`config.mk`:
```
export PLATFORM = sky130hd
export DESIGN_NAME = blink_seq_ctrl_flat
export DESIGN_NICKNAME = d
export VERILOG_FILES = /design/src/rtl/blink_seq_ctrl_if.sv /design/src/rtl/blink_seq_ctrl.sv /design/src/flat_wrapper.sv
export SDC_FILE = /design/constraint.sdc
export NUM_CORES = 1
export LEC_CHECK = 0
export CAP_MARGIN = 20
export CORE_MARGIN = 8
export CORE_UTILIZATION = 43
export DETAILED_ROUTE_END_ITERATION = 8
export GPL_ROUTABILITY_DRIVEN = 0
export PLACE_DENSITY = 0.72
export SETUP_SLACK_MARGIN = 0.15
export SYNTH_ARGS = -nofsm -noshare
export SYNTH_HDL_FRONTEND = slang
export SYNTH_SLANG_ARGS = --single-unit
```
`constraint.sdc`:
```
create_clock -name CLK -period 5.77 [get_ports CLK]
set_clock_uncertainty 0.1 [all_clocks]
set_input_delay 1.154 -clock CLK [delete_from_list [all_inputs] [get_ports CLK]]
set_output_delay 1.154 -clock CLK [all_outputs]
set_load 0.05 [all_outputs]
```
`src/rtl/blink_seq_ctrl_if.sv`:
```
// rtl/blink_seq_ctrl_if.sv - button pulse inputs and sequencing outputs of blink_seq_ctrl
//
// Signals:
//   BTN_MODE  debounced one-cycle pulse, advances STOP -> RUN -> DEMO -> STOP
//   BTN_NEXT  debounced one-cycle pulse, single-step (STOP) or speed+1 (RUN)
//   SPEED     current speed, 0 = slowest, 3 = fastest
//   STEP      pattern index 0..NSTEP-1 for the LED decoder
//   TICK      one-cycle step-advance strobe
//   RUN       high in RUN or DEMO
//   DEMO      high in DEMO
// Modports: master drives the buttons, slave is the controller.

interface blink_seq_ctrl_if;
    logic       BTN_MODE;
    logic       BTN_NEXT;
    logic [1:0] SPEED;
    logic [2:0] STEP;
    logic       TICK;
    logic       RUN;
    logic       DEMO;

    modport master (
        output BTN_MODE, BTN_NEXT,
        input  SPEED, STEP, TICK, RUN, DEMO
    );

    modport slave (
        input  BTN_MODE, BTN_NEXT,
        output SPEED, STEP, TICK, RUN, DEMO
    );
endinterface

```
`src/rtl/blink_seq_ctrl.sv`:
```
// rtl/blink_seq_ctrl.sv - run/stop/demo mode, speed, prescaler and step index for the RGB LED blink path
//
// Ports:
//   CLK  system clock
//   RST  asynchronous active-high reset (synchronized release by the top level)
//   bus  blink_seq_ctrl_if.slave: BTN_MODE/BTN_NEXT in; SPEED/STEP/TICK/RUN/DEMO out
// Parameters:
//   BASE_W  prescaler width, slowest tick period is 2^BASE_W cycles (>= 4)
//   NSTEP   pattern length, STEP counts 0..NSTEP-1 (2..8)

module blink_seq_ctrl #(
    parameter int BASE_W = 27,
    parameter int NSTEP  = 5
) (
    input  logic                 CLK,
    input  logic                 RST,
    blink_seq_ctrl_if.slave      bus
);

    typedef enum logic [1:0] {
        ST_STOP = 2'd0,
        ST_RUN  = 2'd1,
        ST_DEMO = 2'd2
    } state_t;

    localparam logic [2:0]        STEP_LAST = 3'(NSTEP - 1);
    localparam logic [BASE_W-1:0] PRESC_ONE = {{(BASE_W-1){1'b0}}, 1'b1};
    localparam logic [BASE_W-1:0] ALL_ONES  = {BASE_W{1'b1}};

    state_t              r_state;
    logic [BASE_W-1:0]   r_presc;
    logic [1:0]          r_speed;
    logic [2:0]          r_step;
    logic                r_run;
    logic                r_demo;

    state_t              w_state_nxt;
    logic [BASE_W-1:0]   w_presc_nxt;
    logic [1:0]          w_speed_nxt;
    logic [2:0]          w_step_nxt;
    logic [2:0]          w_step_inc;
    logic [BASE_W-1:0]   w_mask;
    logic                w_step_wrap;
    logic                w_tick;

    // Faster speeds compare fewer low prescaler bits, halving the period per speed step.
    assign w_mask      = ALL_ONES >> r_speed;
    assign w_tick      = (r_state != ST_STOP) && ((r_presc & w_mask) == w_mask);
    assign w_step_wrap = (r_step == STEP_LAST);
    assign w_step_inc  = w_step_wrap ? 3'd0 : (r_step + 3'd1);

    always_ff @(posedge CLK or posedge RST) begin
        if (RST) begin
            r_state <= ST_STOP;
        end else begin
            r_state <= w_state_nxt;
        end
    end

    // Next state plus the datapath updates; BTN_MODE wins over BTN_NEXT in the same cycle.
    always_comb begin
        w_state_nxt = r_state;
        w_speed_nxt = r_speed;
        w_step_nxt  = r_step;
        case (r_state)
            ST_STOP: begin
                if (bus.BTN_MODE) begin
                    w_state_nxt = ST_RUN;
                end else if (bus.BTN_NEXT) begin
                    w_step_nxt = w_step_inc;
                end
            end
            ST_RUN: begin
                if (bus.BTN_MODE) begin
                    w_state_nxt = ST_DEMO;
                end else if (bus.BTN_NEXT) begin
                    w_speed_nxt = r_speed + 2'd1;
                end
            end
            ST_DEMO: begin
                if (bus.BTN_MODE) begin
                    w_state_nxt = ST_STOP;
                end
            end
            default: begin
                w_state_nxt = ST_STOP;
            end
        endcase

        // TICK never fires in STOP, so it cannot collide with single-stepping.
        if (w_tick) begin
            w_step_nxt = w_step_inc;
            if (r_state == ST_DEMO && w_step_wrap) begin
                w_speed_nxt = r_speed + 2'd1;
            end
        end

        // Zero whenever STOP is current or next, so counting restarts from 0 on leaving STOP.
        if (r_state == ST_STOP || w_state_nxt == ST_STOP) begin
            w_presc_nxt = '0;
        end else begin
            w_presc_nxt = r_presc + PRESC_ONE;
        end
    end

    always_ff @(posedge CLK or posedge RST) begin
        if (RST) begin
            r_presc <= '0;
            r_speed <= 2'd0;
            r_step  <= 3'd0;
            r_run   <= 1'b0;
            r_demo  <= 1'b0;
        end else begin
            r_presc <= w_presc_nxt;
            r_speed <= w_speed_nxt;
            r_step  <= w_step_nxt;
            // Registered decodes of the current state: they trail the mode edge by one cycle.
            r_run   <= (r_state != ST_STOP);
            r_demo  <= (r_state == ST_DEMO);
        end
    end

    assign bus.SPEED = r_speed;
    assign bus.STEP  = r_step;
    assign bus.TICK  = w_tick;
    assign bus.RUN   = r_run;
    assign bus.DEMO  = r_demo;

endmodule

```
`src/flat_wrapper.sv`:
```
// flat-port wrapper written by rule: the top's interface ports become plain ports
module blink_seq_ctrl_flat 
#(
    parameter int BASE_W = 27,
    parameter int NSTEP  = 5
)
  (CLK, RST, bus_BTN_MODE, bus_BTN_NEXT, bus_SPEED, bus_STEP, bus_TICK, bus_RUN, bus_DEMO);
  blink_seq_ctrl_if bus_i ();
  input  logic CLK;
  input  logic RST;
  input wire logic [$bits(bus_i.BTN_MODE)-1:0] bus_BTN_MODE;
  input wire logic [$bits(bus_i.BTN_NEXT)-1:0] bus_BTN_NEXT;
  output wire logic [$bits(bus_i.SPEED)-1:0] bus_SPEED;
  output wire logic [$bits(bus_i.STEP)-1:0] bus_STEP;
  output wire logic [$bits(bus_i.TICK)-1:0] bus_TICK;
  output wire logic [$bits(bus_i.RUN)-1:0] bus_RUN;
  output wire logic [$bits(bus_i.DEMO)-1:0] bus_DEMO;
  assign bus_i.BTN_MODE = bus_BTN_MODE;
  assign bus_i.BTN_NEXT = bus_BTN_NEXT;
  assign bus_SPEED = bus_i.SPEED;
  assign bus_STEP = bus_i.STEP;
  assign bus_TICK = bus_i.TICK;
  assign bus_RUN = bus_i.RUN;
  assign bus_DEMO = bus_i.DEMO;
  blink_seq_ctrl #(.BASE_W(BASE_W), .NSTEP(NSTEP)) u_core (.CLK(CLK), .RST(RST), .bus(bus_i));
endmodule
```
==> reports/qor.txt <==
Final Setup Violations: 0
die footprint: 0.00715 mm^2
RSZ-0062 raised after global routing: false
Crit path depth: 5
Buf/Inv on CP: 1
relative slew slack: 47.8%
ANT cells: 0
Sink Count: 36
met2 WL: 1870 um
initial antenna violation count: 0
clk root buf: clkbuf_8
Post-DP HPWL: 2760 um
CP Class: flip-flop to output pin
P_leak: 0.000932 uW
Ports: 12
M1 WL: 2030 um
Final Hold Viols: 0
met3 routed WL: 109 um
Post-Syn Area: 0.00202 mm^2
syn_area_per_cell: 9.36 um^2
clock-pin slew on the worst setup and hold paths: 0.08 ns
Residual DRC: 0
CP Max Fanout: 6
Synth async-reset ratio: 100%
Max Transition Viols Final: 0
sequential-to-total area share from yosys stat: 44.6%
Worst R2R Setup Slack: 3.54 ns
initial drt markers: 198
GRT Total Usage: 12.1%
CTS tree: built
Die Span Y: 84.6 um
via count: 1638
antenna-violating nets left: 0
status: complete, no violations
Crit-path slowest cell: clkdlybuf4s50_1
CP Capture Type: output pin
PortBufs: 11
drt via density: 5.83
FF-to-FF path depth: 5
# hold bufs at CTS: 0
first-pass GRT wire length: 7020 um
Worst EP arrival: 2.78 ns
CTS Buf Count: 5
synthesized instance count: 216
FP Rows: 25
min-delay worst type: flip-flop to flip-flop
Critical Path Start Type: flip-flop
syn_nets: 225
worst r2r src: u_core.r_presc[0]
delay-heaviest family, CP: simple AND/OR/NAND/NOR gates
clock buffer depth: 2
CP required: 4.52 ns
nets@finish: 235
First-pass DRT Iterations: 4
post_cts resized: 0
post-route minimum period: 4.03 ns
Cell Chain, Critical Path: nand4_2 -> nor4_2 -> nand2_1 -> nor3_1 -> clkdlybuf4s50_1
Worst-Margin Slew: 0.783 ns
post-CTS setup buffers: 0
largest net degree at the start of global routing: 37
share of cells above drive strength 1: 6.61%
Main synth FF type: dfrtp_1
drt wl/cell: 14.5 um
sequential standard cell area: 901 um^2
fin crit share: 69.9%
Largest stage delay, worst path: 0.83 ns
fillcell total: 449
Yosys cell types: 42
pwr/cell area: 377 mW/mm^2
starting density of the core: 43.6%
Multi-input gate area: 0.00105 mm^2
Highest Signal Layer: met4
Die Wd: 84.6 um
Synth Warn #: 0
Post-synth EDFFs: 0
FF+latch count, synth: 36
total core area: 0.00463 mm^2
Min Hold Slack: 0.390 ns
termination of the worst setup path: bus_TICK
Setup crit start: u_core.r_presc[8]
VDD IR max: 165 uV
MaxCap Viol Count: 0
vias in the first global route: 1516
DRT Wirelength: 4080 um
Layout area overhead: 12.9%
later-pin clock latency in the skew report: 0.29 ns
H-tree depth: 2
total congestion overflow: 0
RR Endpoint: u_core.r_presc[16]
TNS Setup: 0 ns
Max Fclk: 248 MHz
-- cell type report --
class	count	area share [%]
repair buffers	12	5.15
flip-flops and latches	36	39.5
well taps	54	2.96
clock inverters	3	1.86
clock buffers	5	3.02
multi-input cells	161	45.9
inverters	10	1.64
-- layer usage --
metal / up-vias / GRT usage (%)
met1: 805 / 15.6
met3: 6 / 3.12
met2: 19 / 18.4
li1: 808 / -
met5: - / 0
met4: 0 / 5.83
-- worst reg2reg max path: stages (launching register included) --
cell and delay (ns):
dfrtp_1 0.39, ha_1 0.20, and2_1 0.32, nand3_1 0.29
or4b_2 0.70, a21oi_1 0.15
-- placed cells by master (no fill, tap or decap), drive strengths merged, types with 7 or more instances in the layout --
cell and n:
dfrtp 36, nor2 21, nand2 14, nand3 12, clkdlybuf4s50 11, nand4 11
inv 10, o21ai 10, a21oi 9, xor2 7
-- Yosys cell counts (all sizes together) (6+ instances only) --
cell | instances | area share [%]
inv | 10 | 1.9
xnor2 | 6 | 2.6
clkbuf | 8 | 1.5
xor2 | 7 | 3.0
nand2b | 6 | 1.9
nand4 | 11 | 3.7
nor2 | 21 | 3.9
nand2 | 14 | 2.6
nand3 | 12 | 3.0
o21ai | 10 | 2.5
dfrtp | 36 | 45
a21oi | 9 | 2.2
-- kinds of logic (layout without fill, tap and decap cells) --
kind of cell,after synthesis,in the layout,share of synthesized area (%)
AOI/OAI and AO/OA,36,36,11.7
xor gates and xnor gates,13,13,5.63
adders and majority gates,5,5,3.10
buffers and inverters,19,30,3.59
DFF,36,36,44.6
muxes,4,4,1.98
and+or+nand+nor,103,103,29.4
-- flip-flops by register name, summed over array words and instances (netlist names) --
signal,flops
u_core.bus.RUN,1
u_core.r_presc,27
u_core.bus.SPEED,2
u_core.bus.STEP,3
u_core.bus.DEMO,1
u_core.r_state,2
-- worst min-delay path by stage --
stage	startpoint	endpoint	slack, ns	cells after the start
6_report	u_core.r_presc[0]	u_core.r_presc[0]	0.39	1
3_5_place_dp	u_core.r_presc[0]	u_core.r_presc[0]	0.37	1
5_1_grt	u_core.r_presc[0]	u_core.r_presc[0]	0.42	1
3_3_place_gp	u_core.r_presc[0]	u_core.r_presc[0]	0.37	1
2_1_floorplan	u_core.r_presc[0]	u_core.r_presc[0]	0.35	1
4_1_cts	u_core.r_presc[0]	u_core.r_presc[0]	0.38	1
-- metrics by stage --
| stage | instance area (um^2) | util (%) | worst slack (ns) | power (uW) | std cells |
|---|---|---|---|---|---|
| 3_5_place_dp | 2170 | 46.9 | 2.08 | 642 | 273 |
| 3_3_place_gp | 2170 | 46.9 | 2.13 | 636 | 273 |
| 4_1_cts | 2280 | 49.3 | 1.74 | 868 | 281 |
| 2_1_floorplan | 2020 | - | 1.92 | 556 | 216 |
| 5_1_grt | 2280 | 49.3 | 1.53 | 916 | 281 |
| 6_report | 2280 | 49.3 | 1.74 | 861 | 281 |
-- report_power, final --
| part | leakage (uW) | switching [uW] | internal [uW] |
|---|---|---|---|
| logic | 0.000398 | 206 | 104 |
| registers | 0.000480 | 41.1 | 286 |
| clock network | 0.0000541 | 96.9 | 128 |
(Power assumes the default switching activity.)
